==> config.mk <==
export PLATFORM = sky130hd
export DESIGN_NAME = fifo_uart_tx
export DESIGN_NICKNAME = d
export VERILOG_FILES = /design/src/rtl/fifo_tx_pkg.sv /design/src/rtl/fifo_uart_tx_baud_tick_gen.sv /design/src/rtl/fifo_uart_tx.sv
export SDC_FILE = /design/constraint.sdc
export NUM_CORES = 1
export LEC_CHECK = 0
export ABC_AREA = 0
export ABC_CLOCK_PERIOD_IN_PS = 1900
export CORE_ASPECT_RATIO = 0.8
export CORE_UTILIZATION = 50
export CTS_CLUSTER_SIZE = 30
export DETAILED_ROUTE_END_ITERATION = 8
export GPL_TIMING_DRIVEN = 0
export HOLD_SLACK_MARGIN = 0.06
export PLACE_DENSITY = 0.75
export SLEW_MARGIN = 20
export SYNTH_ARGS = -nofsm -noshare
export SYNTH_HDL_FRONTEND = slang
export SYNTH_SLANG_ARGS = --single-unit
==> constraint.sdc <==
create_clock -name clk -period 1.9 [get_ports clk]
set_input_delay 0.38 -clock clk [delete_from_list [all_inputs] [get_ports clk]]
set_output_delay 0.38 -clock clk [all_outputs]
set_load 0.05 [all_outputs]
==> src/rtl/fifo_tx_pkg.sv <==
// Shared types and width helpers for the FIFO-draining UART transmitter.
// Optional parity support is selected with FIFO_TX_PARITY_EN.
package fifo_tx_pkg;

    typedef enum logic [2:0] {
        ST_IDLE   = 3'd0,
        ST_START  = 3'd1,
        ST_DATA   = 3'd2,
        ST_PARITY = 3'd3,
        ST_STOP   = 3'd4
    } state_t;

    // Width of the per-bit clock counter (0..clks-1), at least 1 bit
    function automatic int bit_cnt_w(input int clks);
        return (clks > 2) ? $clog2(clks) : 1;
    endfunction

    // Width of the data-bit index counter (0..width-1), at least 1 bit
    function automatic int idx_w(input int width);
        return (width > 2) ? $clog2(width) : 1;
    endfunction

endpackage

==> src/rtl/fifo_uart_tx_baud_tick_gen.sv <==
// Bit-period counter: bit_cnt runs 0..CLKS_PER_BIT-1, bit_tick on the last count.
// A synchronous clear realigns the period to a state change.
module baud_tick_gen
    import fifo_tx_pkg::*;
#(
    parameter int CLKS_PER_BIT = 16,
    parameter int CW           = bit_cnt_w(CLKS_PER_BIT)
) (
    input  logic          clk,
    input  logic          res,
    input  logic          clr,
    output logic [CW-1:0] bit_cnt,
    output logic          bit_tick
);

    assign bit_tick = (bit_cnt == CW'(CLKS_PER_BIT - 1));

    // Free-running count, wrapping at the end of each bit or on clear
    always_ff @(posedge clk or posedge res) begin
        if (res)
            bit_cnt <= '0;
        else if (clr || bit_tick)
            bit_cnt <= '0;
        else
            bit_cnt <= bit_cnt + 1'b1;
    end

endmodule

==> src/rtl/fifo_uart_tx.sv <==
// Pops words from a FIFO and sends each as start, data LSB first, [parity], stop.
// Define FIFO_TX_PARITY_EN to insert an even-parity bit after the data bits.
module fifo_uart_tx
    import fifo_tx_pkg::*;
#(
    parameter int WIDTH        = 8,
    parameter int CLKS_PER_BIT = 16,
    parameter int STOP_BITS    = 1
) (
    input  logic             clk,
    input  logic             res,
    input  logic             enable,
    input  logic             fifo_empty,
    input  logic [WIDTH-1:0] fifo_rdata,
    output logic             fifo_shift_out,
    output logic             tx,
    output logic             busy,
    output logic             done
);

    localparam int   CW        = bit_cnt_w(CLKS_PER_BIT);
    localparam int   IW        = idx_w(WIDTH);
    localparam logic LAST_STOP = (STOP_BITS == 2);

    state_t           state, state_n;
    logic [WIDTH-1:0] shreg, shreg_n;
    logic [IW-1:0]    idx, idx_n;
    logic             stop_idx, stop_idx_n;
    logic             last_stop;
    logic [CW-1:0]    bit_cnt;
    logic             bit_tick;
    logic             pop;
    logic             tx_n, busy_n, done_n;
`ifdef FIFO_TX_PARITY_EN
    logic             par, par_n;
`endif

    assign last_stop = (stop_idx == LAST_STOP);

    // Pop from idle, or in the final clk of the last stop bit for a zero gap
    assign pop = ~res & enable & ~fifo_empty &
                 ((state == ST_IDLE) |
                  ((state == ST_STOP) & last_stop & bit_tick));

    assign fifo_shift_out = pop;

    baud_tick_gen #(
        .CLKS_PER_BIT (CLKS_PER_BIT),
        .CW           (CW)
    ) u_tick (
        .clk      (clk),
        .res      (res),
        .clr      (state_n != state),
        .bit_cnt  (bit_cnt),
        .bit_tick (bit_tick)
    );

    // Next-state, datapath and registered-output values
    always_comb begin
        state_n    = state;
        shreg_n    = shreg;
        idx_n      = idx;
        stop_idx_n = stop_idx;
`ifdef FIFO_TX_PARITY_EN
        par_n      = par;
`endif
        case (state)
            ST_IDLE: begin
                if (pop)
                    state_n = ST_START;
            end
            ST_START: begin
                if (bit_tick)
                    state_n = ST_DATA;
            end
            ST_DATA: begin
                if (bit_tick) begin
                    shreg_n = shreg >> 1;
                    idx_n   = idx + 1'b1;
                    if (idx == IW'(WIDTH - 1)) begin
`ifdef FIFO_TX_PARITY_EN
                        state_n = ST_PARITY;
`else
                        state_n = ST_STOP;
`endif
                        stop_idx_n = 1'b0;
                    end
                end
            end
            ST_PARITY: begin
                if (bit_tick) begin
                    state_n    = ST_STOP;
                    stop_idx_n = 1'b0;
                end
            end
            ST_STOP: begin
                if (bit_tick) begin
                    if (!last_stop)
                        stop_idx_n = 1'b1;
                    else if (pop)
                        state_n = ST_START;
                    else
                        state_n = ST_IDLE;
                end
            end
            default: state_n = ST_IDLE;
        endcase

        if (pop) begin
            shreg_n = fifo_rdata;
            idx_n   = '0;
`ifdef FIFO_TX_PARITY_EN
            par_n   = ^fifo_rdata;
`endif
        end

        case (state_n)
            ST_START:  tx_n = 1'b0;
            ST_DATA:   tx_n = shreg_n[0];
`ifdef FIFO_TX_PARITY_EN
            ST_PARITY: tx_n = par_n;
`endif
            default:   tx_n = 1'b1;
        endcase

        busy_n = (state_n != ST_IDLE);
        // Next clk is the final clk of the last stop bit
        done_n = (state == ST_STOP) & last_stop &
                 (bit_cnt == CW'(CLKS_PER_BIT - 2));
    end

    // State, datapath and output registers
    always_ff @(posedge clk or posedge res) begin
        if (res) begin
            state    <= ST_IDLE;
            shreg    <= '0;
            idx      <= '0;
            stop_idx <= 1'b0;
            tx       <= 1'b1;
            busy     <= 1'b0;
            done     <= 1'b0;
        end else begin
            state    <= state_n;
            shreg    <= shreg_n;
            idx      <= idx_n;
            stop_idx <= stop_idx_n;
            tx       <= tx_n;
            busy     <= busy_n;
            done     <= done_n;
        end
    end

`ifdef FIFO_TX_PARITY_EN
    // Parity of the word captured at the pop
    always_ff @(posedge clk or posedge res) begin
        if (res)
            par <= 1'b0;
        else
            par <= par_n;
    end
`endif

endmodule
# Word level (Yosys, flattened, before mapping)
# Index checks and enable logic that the tools add are counted.
[totals]
n_memories = 0
mem_bits_rw = 0
output_inout_bits = 4
wordCells = 66
regBits = 22
mem_bits_ro = 0
latchBits = 0
[op_classes]
n_mux = 23
bitwise = 10
n_shift = 0
addsub = 2
eq_ne = 14
order_cmp = 0
n_mul = 0
reduce_logical = 8
div_mod_pow = 0
[ops]
columns = ["operator", "count"]
rows = [
  ["two-way mux 3 bit", 10],
  ["two-way mux 8 bit", 3],
  ["one-hot mux 3 bit (5 select lines)", 1],
  ["equality test 3 x 2 -> 1 bit (second input constant)", 3],
  ["equality test 4 bit (second input constant)", 2],
  ["!= test 2 bit (second input constant)", 4],
  ["bitwise AND 1 bit", 6],
  ["equality test 3 x 1 -> 1 bit (second input constant)", 2],
  ["equality test 3 bit (second input constant)", 2],
  ["two-way mux 1 bit", 6],
  ["nonzero test 3 bit", 2],
  ["AND reduction 5 bit", 1],
  ["adder 4 x 1 -> 4 bit (second input constant)", 1],
  ["two-way mux 4 bit", 1],
  ["nonzero test 2 bit", 2],
  ["adder 3 x 1 -> 3 bit (second input constant)", 1],
  ["zero test 3 bit", 1],
  ["!= test 3 bit", 1],
  ["inverter 1 bit", 3],
  ["one-hot mux 1 bit (3 select lines)", 1],
  ["one-hot mux 1 bit (2 select lines)", 1],
  ["AND reduction 2 bit", 1],
  ["logical OR 1 bit", 1],
  ["OR 1 bit", 1],
]

# Depth between registers and ports, before layout
# Gate-level depths: netlist of run 1.
[depth]
depth_word = 12
mapped_depth = 6
depth_no_buf = 6

# Modules after synthesis
# Synthesis of run 1 repeated with hierarchy kept, for this count alone.
[hier_totals]
cells_unflattened = 93
area_unflattened_um2 = 1032.2
[by_module_without_submodules]
columns = ["mod", "cells_per_inst", "seq_area_each_um2", "n_inst", "area_per_inst_um2"]
rows = [
  ["fifo_uart_tx", 79, 426.7, 1, 857.1],
  ["baud_tick_gen", 14, 100.1, 1, 175.2],
]

# Worst setup path before layout of run 1
# OpenSTA, ideal clock, no wires.
[synth_timing]
path_type = "register to register"
start = "reg u_tick.bit_cnt[0]"
end = "reg shreg[4]"
setup_time_ns = 0.118
t_required_ns = 1.782
synth_period_minus_slack_ns = 1.761
path_slack_ns = 0.139
t_arrival_ns = 1.643
path_buffers = 1
path_stages_with_launch = 7
path_cell_list = "dfrtp_1 -> ha_1 -> and3_4 -> o2111a_2 -> buf_6 -> a22o_1 -> a21o_1"
[synth_between]
elab_chain_cells = 6
word_cells_on_any_way = 8
cone_classes = "eq/ne (1); mux (1); bitwise (3); reduce/logical (3)"
[synth_lines]
columns = ["item", "line", "source"]
rows = [
  ["from (decl)", "fifo_uart_tx_baud_tick_gen.sv:12", "output logic [CW-1:0] bit_cnt,"],
  ["from (signal assigned)", "fifo_uart_tx_baud_tick_gen.sv:25", "bit_cnt <= bit_cnt + 1'b1;"],
  ["equality test 4 bit (*)", "fifo_uart_tx_baud_tick_gen.sv:16", "assign bit_tick = (bit_cnt == CW'(CLKS_PER_BIT - 1));"],
  ["bitwise AND 1 bit (*)", "fifo_uart_tx.sv:43", "((state == ST_STOP) & last_stop & bit_tick));"],
  ["OR 1 bit (*)", "fifo_uart_tx.sv:42", "((state == ST_IDLE) |"],
  ["bitwise AND 1 bit (*)", "fifo_uart_tx.sv:41", "assign pop = ~res & enable & ~fifo_empty &"],
  ["net fifo_shift_out", "fifo_uart_tx.sv:15", "output logic fifo_shift_out,"],
  ["nonzero test 2 bit (no line)", "-", ""],
  ["AND reduction 2 bit (no line)", "-", ""],
  ["to (signal assigned)", "fifo_uart_tx.sv:144", "shreg <= shreg_n;"],
  ["to (decl)", "fifo_uart_tx.sv:26", "logic [WIDTH-1:0] shreg, shreg_n;"],
]
# The timed path passes the listed nets; every way through them passes the cells marked *.
# A chain may end at the register's enable or synchronous reset.

# Worst setup path after layout of run 1
[layout_timing]
start = "reg u_tick.bit_cnt[0]"
end = "out fifo_shift_out"
[layout_between]
elab_chain_cells = 4
[layout_lines]
columns = ["item", "line"]
rows = [
  ["equality test 4 bit", "fifo_uart_tx_baud_tick_gen.sv:16"],
  ["bitwise AND 1 bit", "fifo_uart_tx.sv:43"],
  ["OR 1 bit", "fifo_uart_tx.sv:42"],
  ["bitwise AND 1 bit", "fifo_uart_tx.sv:41"],
  ["to (decl)", "fifo_uart_tx.sv:15"],
]
# No other way between the ends.

==> impl_metrics.json, run 1 <==
{
  "via_count": 755,
  "skew_ns": 0.005408,
  "postLayoutSetupSlackWorst_ns": -0.1247,
  "synthesized_area_um2": 1010,
  "slew_violations": 0,
  "routed_wire_length_per_instance_um": 13.96,
  "slowest_delay_ns": 0.45,
  "critical-path-slowest-cell": "sky130_fd_sc_hd__dfrtp_1",
  "worst_r2r_startpoint": "u_tick.bit_cnt[0]$_DFF_PP0_",
  "worst_vdd_rail_ir_drop_uv": 618.9,
  "final.min_clock_period_ns": 2.025,
  "die-width_um": 52.24,
  "run_status": "complete, but fails checks",
  "coreArea_um2": 1892,
  "first_pass_iters": 4,
  "detail-route-antenna-nets": 0,
  "grt_usage_pct": 21.53,
  "cts_max_level": 1,
  "largest_net_degree_at_the_start_of_global_routing": 22,
  "postRouteWirelength_mm": 1.912,
  "critical_path_class": "reg2out",
  "yosysWarnings": 0,
  "timing.critical_path.cells": "ha_4, and3_4, o2111a_2, buf_6, buf_8",
  "tritoncts_clock_tree": "built",
  "seq_area_frac_synth_pct": 52.17,
  "timing.critical_path.from": "u_tick.bit_cnt[0]$_DFF_PP0_",
  "setup_tns_ns": -0.1247,
  "grt_pass1_vias": 761,
  "worst_pin_slew_ns": 0.7917,
  "crit_path_end_kind": "output port",
  "die-height_um": 42.20,
  "clock_transition_at_the_register_clock_pins_on_the_worst_setup_and_hold_paths_after_cts_ns": 0.12,
  "leak_uw": 0.0006322,
  "rr_worst_depth": 7,
  "starting_density_pct": 53.37,
  "crit_required_ns": 1.52,
  "fin_crit_sh_pct": 106.6,
  "layout.cells.most_common_list": "20 x sky130_fd_sc_hd__dfrtp_1, 13 x sky130_fd_sc_hd__clkdlybuf4s50_1, 10 x sky130_fd_sc_hd__nor2_1",
  "register_bit_count_reported_by_yosys": 21,
  "report.final.hold_viol_count": 0,
  "grt_setup_unrepaired": "true",
  "root_buffer": "sky130_fd_sc_hd__clkbuf_4",
  "floorplan.rows": 14,
  "grt_first_pass_wirelength_mm": 3.312,
  "antenna_found_initial": 0,
  "critical-path-top-delay-family": "flip-flops",
  "dp_worst_setup_slack_ns": -0.6697,
  "cts-buffers-inserted": 3,
  "layout.nets": 130,
  "portBuffers": 15,
  "timing.hold.worst_path_depth": 1,
  "synthesized_instance_count": 87,
  "final-setup-viol-count": 1,
  "min-delay-path-class": "reg2reg",
  "areaGrowthSynthToFinish_pct": 27.63,
  "synth_fp_nets": 103,
  "power.density_nw_per_um2": 611.1,
  "hp-start": "shreg[4]$_DFFE_PP0P_",
  "failed_checks": "negative setup slack",
  "startpoint_type": "register",
  "clockBufferDepth": 2,
  "top_level_ports": 16,
  "critPathBufInv": 2,
  "design.die.area_um2": 2204,
  "drtIter0Drc": 8,
  "routed_via_density": 5.511,
  "cts_hold_repair.buffers": 0,
  "clock_sink_count": 21,
  "timing.fmax_mhz": 493.9,
  "clk_latency_ns": 0.31,
  "drive_gt1_share_pct": 23.89,
  "cp_max_fo": 3,
  "gp_congestion": 0.7379,
  "remaining_drc_errors": 0,
  "yosysUniqueCellTypes": 32,
  "max-slew-margin-rel_pct": 47.16,
  "max_cap_viol_count": 0,
  "mostFrequentLayoutCell": "sky130_fd_sc_hd__dfrtp_1",
  "worst_hold_path.endpoint": "shreg[4]$_DFFE_PP0P_",
  "grt_overflow": 0,
  "crit_arrival_ns": 1.64,
  "place_hpwl_mm": 1.328,
  "reg2reg_slack_ns": 0.07,
  "synth.avg_cell_area_um2": 11.61,
  "insertedDiodeCount": 0,
  "rr_endpoint": "shreg[1]$_DFFE_PP0P_"
}
## power breakdown
part / leakage [µW] / switching, µW / internal, µW
clock network: 0.0000177 / 142 / 78.8
logic: 0.000337 / 45.6 / 49.4
registers: 0.000277 / 10.1 / 462
total: 0.000632 / 197 / 590
## through the flow
stage | std cells | power (µW) | hold WS (ns) | utilization, % | cell area, µm²
3_5_place_dp | 126 | 570.4 | 0.4684 | 62.90 | 1190
5_1_grt | 137 | 821.0 | 0.5217 | 68.12 | 1289
2_1_floorplan | 87 | 529.9 | 0.3558 | - | 1010
3_3_place_gp | 126 | 567.5 | 0.4601 | 62.90 | 1190
4_1_cts | 135 | 796.4 | 0.5014 | 67.20 | 1271
6_report | 137 | 787.5 | 0.5003 | 68.12 | 1289
## per-layer routing
| layer | GRT usage (%) | up-vias | routed length, µm |
|---|---|---|---|
| met5 | 0 | - | 0 |
| met4 | 9.474 | 0 | 33 |
| met3 | 6.522 | 5 | 67 |
| met2 | 32.82 | 14 | 901 |
| met1 | 28.23 | 370 | 909 |
| li1 | - | 366 | - |
## worst reg2reg max path: cells and delay by family (launching register included)
kind	cells	cell delay, ns
DFF	1	0.45
adders and majority gates	1	0.18
AOI/OAI and AO/OA	3	0.67
buffers and inverters	2	0.28
and+or+nand+nor	1	0.17
## logic make-up (layout without fill, tap and decap cells)
logic type / count (synthesis) / after routing / share of synthesized area (%)
flip-flops: 21 / 21 / 52.17
multiplexers: 4 / 4 / 4.213
XOR/XNOR: 3 / 3 / 2.603
adder cells (fa/ha/maj): 4 / 4 / 4.957
buffers and inverters: 7 / 33 / 4.212
AO/OA/AOI/OAI: 22 / 22 / 17.35
AND/OR/NAND/NOR: 26 / 26 / 14.50
## registers in the layout (all words and copies together), names as in the netlist
name            cells
busy                1
done                1
idx                 3
shreg               8
state               3
tx                  1
u_tick.bit_cnt      4
## repair_timing
item / 4_1_cts / 5_1_grt
buffers inserted: 5 / 2
setup endpoints to repair: 2 / 7
gates resized for setup: 11 / 1
pin swaps: 2 / 1
## synth_stat cells
cell,number,share of area [%]
sky130_fd_sc_hd__nor3_1,1,0.50
sky130_fd_sc_hd__ha_1,4,5.0
sky130_fd_sc_hd__nand4_1,1,0.62
sky130_fd_sc_hd__xor2_1,1,0.87
sky130_fd_sc_hd__nor3_4,1,1.6
sky130_fd_sc_hd__a21o_1,6,4.5
sky130_fd_sc_hd__nor2_1,11,4.1
sky130_fd_sc_hd__nor2b_1,1,0.62
sky130_fd_sc_hd__inv_1,4,1.5
sky130_fd_sc_hd__nand3_1,3,1.5
sky130_fd_sc_hd__a22o_2,3,3.0
sky130_fd_sc_hd__a22o_1,3,2.6
sky130_fd_sc_hd__o211ai_1,2,1.5
sky130_fd_sc_hd__dfrtp_1,20,50
sky130_fd_sc_hd__a22oi_1,1,0.74
sky130_fd_sc_hd__buf_6,2,2.2
sky130_fd_sc_hd__o2111ai_1,1,0.87
sky130_fd_sc_hd__o21ai_0,3,1.5
sky130_fd_sc_hd__nand4b_1,1,0.87
sky130_fd_sc_hd__xnor2_1,2,1.7
sky130_fd_sc_hd__a32o_1,1,0.99
sky130_fd_sc_hd__dfstp_2,1,2.6
sky130_fd_sc_hd__and3_4,1,1.1
sky130_fd_sc_hd__o21ai_1,1,0.50
sky130_fd_sc_hd__mux2_2,2,2.2
sky130_fd_sc_hd__mux2i_1,2,2.0
sky130_fd_sc_hd__nand3_2,1,0.99
sky130_fd_sc_hd__nand2_1,2,0.74
sky130_fd_sc_hd__or3_1,1,0.62
sky130_fd_sc_hd__nand2b_1,2,1.2
sky130_fd_sc_hd__o2111a_2,1,1.2
sky130_fd_sc_hd__buf_2,1,0.50
## worst max-delay path by stage
stage / end / slack (ns) / cells after the start
after global routing: fifo_shift_out / -0.18 / 5
after global placement: fifo_shift_out / -0.67 / 5
after CTS: fifo_shift_out / -0.16 / 5
after floorplan: shreg[4]$_DFFE_PP0P_ / 0.14 / 6
final: fifo_shift_out / -0.12 / 5
after detailed placement: fifo_shift_out / -0.67 / 5
## cell type report
class / instances / area (µm²)
inverters: 4 / 15.01
clock inverters: 1 / 5.005
repair buffers: 22 / 206.4
fillers: 152 / 603.1
well taps: 24 / 30.03
flip-flops and latches: 21 / 526.8
plain buffers: 3 / 27.53
multi-input cells: 59 / 455.4
clock buffers: 3 / 22.52
(Power assumes the default switching activity.)
==> run 2: changes to the inputs <==
--- a/config.mk
+++ b/config.mk
@@ -6,14 +6,12 @@
 export NUM_CORES = 1
 export LEC_CHECK = 0
 export ABC_AREA = 0
-export ABC_CLOCK_PERIOD_IN_PS = 1900
+export ABC_CLOCK_PERIOD_IN_PS = 2250
 export CORE_ASPECT_RATIO = 0.8
-export CORE_UTILIZATION = 50
+export CORE_UTILIZATION = 25
 export CTS_CLUSTER_SIZE = 30
 export DETAILED_ROUTE_END_ITERATION = 8
-export GPL_TIMING_DRIVEN = 0
 export HOLD_SLACK_MARGIN = 0.06
-export PLACE_DENSITY = 0.75
 export SLEW_MARGIN = 20
 export SYNTH_ARGS = -nofsm -noshare
 export SYNTH_HDL_FRONTEND = slang
==> constraint.sdc (replaced) <==
create_clock -name clk -period 2.25 [get_ports clk]
set_input_delay 0.45 -clock clk [delete_from_list [all_inputs] [get_ports clk]]
set_output_delay 0.45 -clock clk [all_outputs]
set_load 0.05 [all_outputs]
==> run 2 against run 1 <==
- the flow now finishes without violations
- hold slack lost 0.018 ns
- cell area shrank 0.78%
- core utilization shrank 35 points
- via count shrank 7.9%
==> impl_metrics.json, run 2 (synthesis results as in run 1) <==
{
  "run_status": "finished, final reports clean",
  "drive_gt1_share_pct": 16.04,
  "routed_via_density": 4.317,
  "largest_net_degree_at_the_start_of_global_routing": 22,
  "registers.top_by_ff_count": "shreg",
  "power.density_nw_per_um2": 557.6,
  "crit_arrival_ns": 1.65,
  "finalHoldWorstSlack_ns": 0.4819,
  "crit_path_end_kind": "output port",
  "max_cap_viol_count": 0,
  "skew_ns": 0.003602,
  "gp_congestion": 0.7765,
  "portBuffers": 15,
  "routed_wire_length_per_instance_um": 11.02,
  "utilization_pct": 33.40,
  "tritoncts_clock_tree": "built",
  "post_dp_cell_area_um2": 1234,
  "min-delay-path-class": "reg2reg",
  "critical-path-top-delay-family": "flip-flops",
  "worst_vdd_rail_ir_drop_uv": 307.6,
  "layout.cells.most_common_list": "20 x sky130_fd_sc_hd__dfrtp_1, 14 x sky130_fd_sc_hd__clkdlybuf4s50_1, 11 x sky130_fd_sc_hd__nor2_1",
  "grt_usage_pct": 9.689,
  "detailroute.wirelength.met2_um": 869,
  "dr_wl_met3_um": 78,
  "post_cts_resized": 0,
  "slew_violations": 0,
  "starting_density_pct": 26.37,
  "grt_setup_unrepaired": "false",
  "clock_transition_at_the_register_clock_pins_on_the_worst_setup_and_hold_paths_after_cts_ns": 0.07,
  "grt_overflow": 0,
  "clock_sink_count": 21,
  "crit_required_ns": 1.80,
  "final-setup-viol-count": 0,
  "die-width_um": 73.06,
  "cts_max_level": 1,
  "detail-route-antenna-nets": 0,
  "via_count": 695,
  "stdcell_area_um2": 1279,
  "timing.fmax_mhz": 475.8,
  "cp_max_fo": 9,
  "grt_first_pass_wirelength_mm": 3.111,
  "totalPowerFinal_uw": 713.0,
  "fillCellCount": 385,
  "postCtsSetupRepairBufs": 0,
  "cts_hold_repair.buffers": 0,
  "layout_top_registers": "shreg (8), u_tick.bit_cnt (4)",
  "startpoint_type": "register",
  "final.min_clock_period_ns": 2.102,
  "leak_uw": 0.0005987,
  "design.die.area_um2": 4299,
  "slowest_delay_ns": 0.41,
  "grt_pass1_vias": 704,
  "antenna_found_initial": 0,
  "remaining_drc_errors": 0,
  "top_level_ports": 16,
  "critical-path-slowest-cell": "sky130_fd_sc_hd__dfrtp_1",
  "cts-buffers-inserted": 3,
  "place_hpwl_mm": 1.360,
  "layout.nets": 123,
  "drt-met1-wl_um": 818,
  "critPathBufInv": 1,
  "fin_crit_sh_pct": 93.41,
  "clockBufferDepth": 2,
  "areaGrowthSynthToFinish_pct": 26.64,
  "insertedDiodeCount": 0,
  "setup_tns_ns": 0,
  "largest_reg_flops": 8,
  "root_buffer": "sky130_fd_sc_hd__clkbuf_8",
  "drtIter0Drc": 31,
  "postRouteWirelength_mm": 1.774,
  "worst_pin_slew_ns": 0.4916,
  "die-height_um": 58.84,
  "timing.critical_path.cells": "ha_1, and3_4, o2111a_2, buf_12",
  "floorplan.rows": 20,
  "report.final.hold_viol_count": 0,
  "mostFrequentLayoutCell": "sky130_fd_sc_hd__dfrtp_1",
  "dr.max_layer_used": "met4",
  "first_pass_iters": 4,
  "max-slew-margin-rel_pct": 67.13,
  "coreArea_um2": 3829,
  "critical_path_class": "reg2out",
  "clk_latency_ns": 0.25
}
-- run 2: cell types whose count changed in the layout (fill, tap and decap cells not counted), sizes merged --
cell / previous run / this run
buf: 11 / 4
clkbuf: 3 / 4
clkdlybuf4s50: 13 / 14
clkinv: 1 / 0
dlygate4sd2: 1 / 0
-- run 2: worst paths after layout --
kind	from	end	slack [ns]	depth (start not counted)
worst max-delay path	u_tick.bit_cnt[0]$_DFF_PP0_	fifo_shift_out	0.15	4
worst min-delay path	shreg[4]$_DFFE_PP0P_	shreg[4]$_DFFE_PP0P_	0.48	1
worst max register to register	u_tick.bit_cnt[0]$_DFF_PP0_	shreg[6]$_DFFE_PP0P_	0.37	6
worst min register to register	shreg[4]$_DFFE_PP0P_	shreg[4]$_DFFE_PP0P_	0.48	1
max in group asynchronous	res	tx$_DFF_PP1_	1.43	3
min in group asynchronous	res	idx[2]$_DFFE_PP0P_	0.54	3
-- run 2: layer usage --
metal	up-vias	track usage, %
met5	-	0
met4	0	1.681
met3	2	3.596
met2	14	16.53
met1	328	11.88
li1	351	-
-- run 2: layout make-up --
type / count / area (µm²) / share of cell area (%)
inverters: 4 / 15.01 / 1.174
repair buffers: 18 / 182.7 / 14.29
clock buffers: 4 / 45.04 / 3.522
well taps: 55 / 68.82 / 5.382
multi-input cells: 59 / 440.4 / 34.44
flip-flops and latches: 21 / 526.8 / 41.19
-- run 2: stage by stage --
stage                     setup slack (ns)  instances
after floorplan                     0.4889         87
after global placement              0.2450        157
after detailed placement            0.2430        157
after CTS                           0.1286        161
after global routing               0.08195        161
final                               0.1483        161
-- run 2: power breakdown --
part,internal [µW],switching [µW],total [µW],leakage [µW]
Combinational,40.6,37.0,77.6,0.000298
Sequential,390,8.33,399,0.000277
Clock,126,111,237,0.0000228
==> run 3: changes to the inputs <==
--- a/config.mk
+++ b/config.mk
@@ -8,10 +8,12 @@
 export ABC_AREA = 0
 export ABC_CLOCK_PERIOD_IN_PS = 2250
 export CORE_ASPECT_RATIO = 0.8
+export CORE_MARGIN = 4
 export CORE_UTILIZATION = 25
 export CTS_CLUSTER_SIZE = 30
 export DETAILED_ROUTE_END_ITERATION = 8
 export HOLD_SLACK_MARGIN = 0.06
+export SETUP_SLACK_MARGIN = 0.05
 export SLEW_MARGIN = 20
 export SYNTH_ARGS = -nofsm -noshare
 export SYNTH_HDL_FRONTEND = slang
==> run 3 against run 2 <==
- clock power increased by 4%
- register-to-register slack worse by 0.03 ns
- critical path type unchanged
- global-route usage is 1.7 points lower
- hold slack better by 0.0024 ns
- first-iteration DRC count grew 48%
- die area increased by 19%
- fmax decreased by 1.4%
- via count increased by 2.7%
- sequential cell count is the same
- power increased by 1.7%
==> impl_metrics.json, run 3 (synthesis results as in run 1) <==
{
  "run_status": "finished, final reports clean",
  "registers.top_by_ff_count": "shreg",
  "clk_latency_ns": 0.26,
  "power.density_nw_per_um2": 558.6,
  "skew_ns": 0.007869,
  "design.die.area_um2": 5126,
  "cts_max_level": 1,
  "insertedDiodeCount": 0,
  "worst_vdd_rail_ir_drop_uv": 165.3,
  "coreArea_um2": 3854,
  "postRouteWirelength_mm": 1.898,
  "hp-start": "shreg[4]$_DFFE_PP0P_",
  "clock_transition_at_the_register_clock_pins_on_the_worst_setup_and_hold_paths_after_cts_ns": 0.08,
  "reg2reg_slack_ns": 0.34,
  "grt_first_pass_wirelength_mm": 3.194,
  "grt_setup_unrepaired": "false",
  "worst_pin_slew_ns": 0.4937,
  "grt_overflow": 0,
  "clockBufferDepth": 2,
  "max_cap_viol_count": 0,
  "largest_reg_flops": 8,
  "floorplan.rows": 20,
  "cts_hold_repair.buffers": 0,
  "cp_max_fo": 9,
  "finalHoldWorstSlack_ns": 0.4843,
  "cts-buffers-inserted": 3,
  "worst_r2r_startpoint": "u_tick.bit_cnt[0]$_DFF_PP0_",
  "antenna_found_initial": 0,
  "min-delay-path-class": "reg2reg",
  "critical_path_class": "reg2out",
  "areaGrowthSynthToFinish_pct": 28.50,
  "detail-route-antenna-nets": 0,
  "dp_worst_setup_slack_ns": 0.1692,
  "clock_sink_count": 21,
  "place_hpwl_mm": 1.472,
  "grt_pass1_vias": 704,
  "max-slew-margin-rel_pct": 66.99,
  "starting_density_pct": 26.20,
  "first_pass_iters": 6,
  "startpoint_type": "register",
  "setup_tns_ns": 0,
  "worst_hold_path.endpoint": "shreg[4]$_DFFE_PP0P_",
  "die-height_um": 64.84,
  "slew_violations": 0,
  "timing.fmax_mhz": 469.1,
  "top_level_ports": 16,
  "remaining_drc_errors": 0,
  "layout.nets": 125,
  "crit_arrival_ns": 1.68,
  "portBuffers": 15,
  "routed_wire_length_per_instance_um": 11.64,
  "die-width_um": 79.06,
  "via_count": 714,
  "crit_required_ns": 1.80,
  "routed_via_density": 4.380,
  "drtIter0Drc": 46,
  "tritoncts_clock_tree": "built",
  "final.min_clock_period_ns": 2.132,
  "leak_uw": 0.0006083,
  "rr_endpoint": "shreg[2]$_DFFE_PP0P_",
  "final-setup-viol-count": 0,
  "grt_usage_pct": 8.028,
  "postLayoutSetupSlackWorst_ns": 0.1182,
  "root_buffer": "sky130_fd_sc_hd__clkbuf_8",
  "crit_path_end_kind": "output port",
  "largest_net_degree_at_the_start_of_global_routing": 22,
  "layout_top_registers": "shreg (8), u_tick.bit_cnt (4)",
  "report.final.hold_viol_count": 0,
  "mostFrequentLayoutCell": "sky130_fd_sc_hd__dfrtp_1",
  "timing.hold.worst_path_depth": 1,
  "fin_crit_sh_pct": 94.75,
  "rr_worst_depth": 6,
  "gp_congestion": 0.7410,
  "drive_gt1_share_pct": 18.52,
  "layout.cells.most_common_list": "20 x sky130_fd_sc_hd__dfrtp_1, 14 x sky130_fd_sc_hd__clkdlybuf4s50_1, 11 x sky130_fd_sc_hd__nor2_1"
}
-- run 3: cell type report --
type                    instances  area (µm²)
well taps                      55       68.82
inverters                       4       15.01
flip-flops and latches         21       526.8
clock buffers                   3       41.29
clock inverters                 1       7.507
fillers                       405        2556
multi-input cells              59       440.4
repair buffers                 20       197.7
-- run 3: worst max-delay path by stage --
stage                      endpoint                         from  slack (ns)  depth (start not counted)
2_1_floorplan  shreg[4]$_DFFE_PP0P_  u_tick.bit_cnt[0]$_DFF_PP0_        0.49                          6
5_1_grt              fifo_shift_out  u_tick.bit_cnt[0]$_DFF_PP0_        0.06                          4
3_3_place_gp         fifo_shift_out                          res        0.19                          4
4_1_cts              fifo_shift_out  u_tick.bit_cnt[0]$_DFF_PP0_        0.08                          4
3_5_place_dp         fifo_shift_out                          res        0.17                          4
6_report             fifo_shift_out  u_tick.bit_cnt[0]$_DFF_PP0_        0.12                          4
-- run 3: what timing repair did --
action                                  in CTS  in global routing
gates resized for setup                      0                  0
endpoints found under the setup margin       0                  1
endpoints found under the hold margin        0                  0
buffers inserted                             0                  3
-- run 3: worst max-delay path: stages (launching register included) --
cell and delay (ns):
sky130_fd_sc_hd__dfrtp_1 0.42, sky130_fd_sc_hd__ha_1 0.27, sky130_fd_sc_hd__and3_4 0.21, sky130_fd_sc_hd__o2111a_2 0.34, sky130_fd_sc_hd__buf_12 0.18
-- run 3: metrics by stage --
step | cell area [µm²] | instances | utilization (%) | total power (µW)
after floorplan | 1010 | 87 | - | 447.5
after global placement | 1226 | 156 | 31.82 | 482.1
after detailed placement | 1226 | 156 | 31.82 | 484.5
after CTS | 1275 | 160 | 33.08 | 732.9
after global routing | 1297 | 163 | 33.67 | 756.4
final | 1297 | 163 | 33.67 | 724.8
-- run 3: metal layers --
layer / GRT usage (%) / wire, µm / vias to the layer above
met4: 3.219 / 0 / 0
li1: - / - / 355
met1: 9.741 / 864 / 343
met5: 0 / 0 / -
met3: 2.778 / 96 / 0
met2: 13.03 / 936 / 16
-- run 3: report_power, final --
group	internal [µW]	total [µW]	switching, µW	leakage (µW)
clock	125	246	121	0.0000217
sequential	390	398	7.95	0.000277
combinational	42.2	80.4	38.2	0.000309
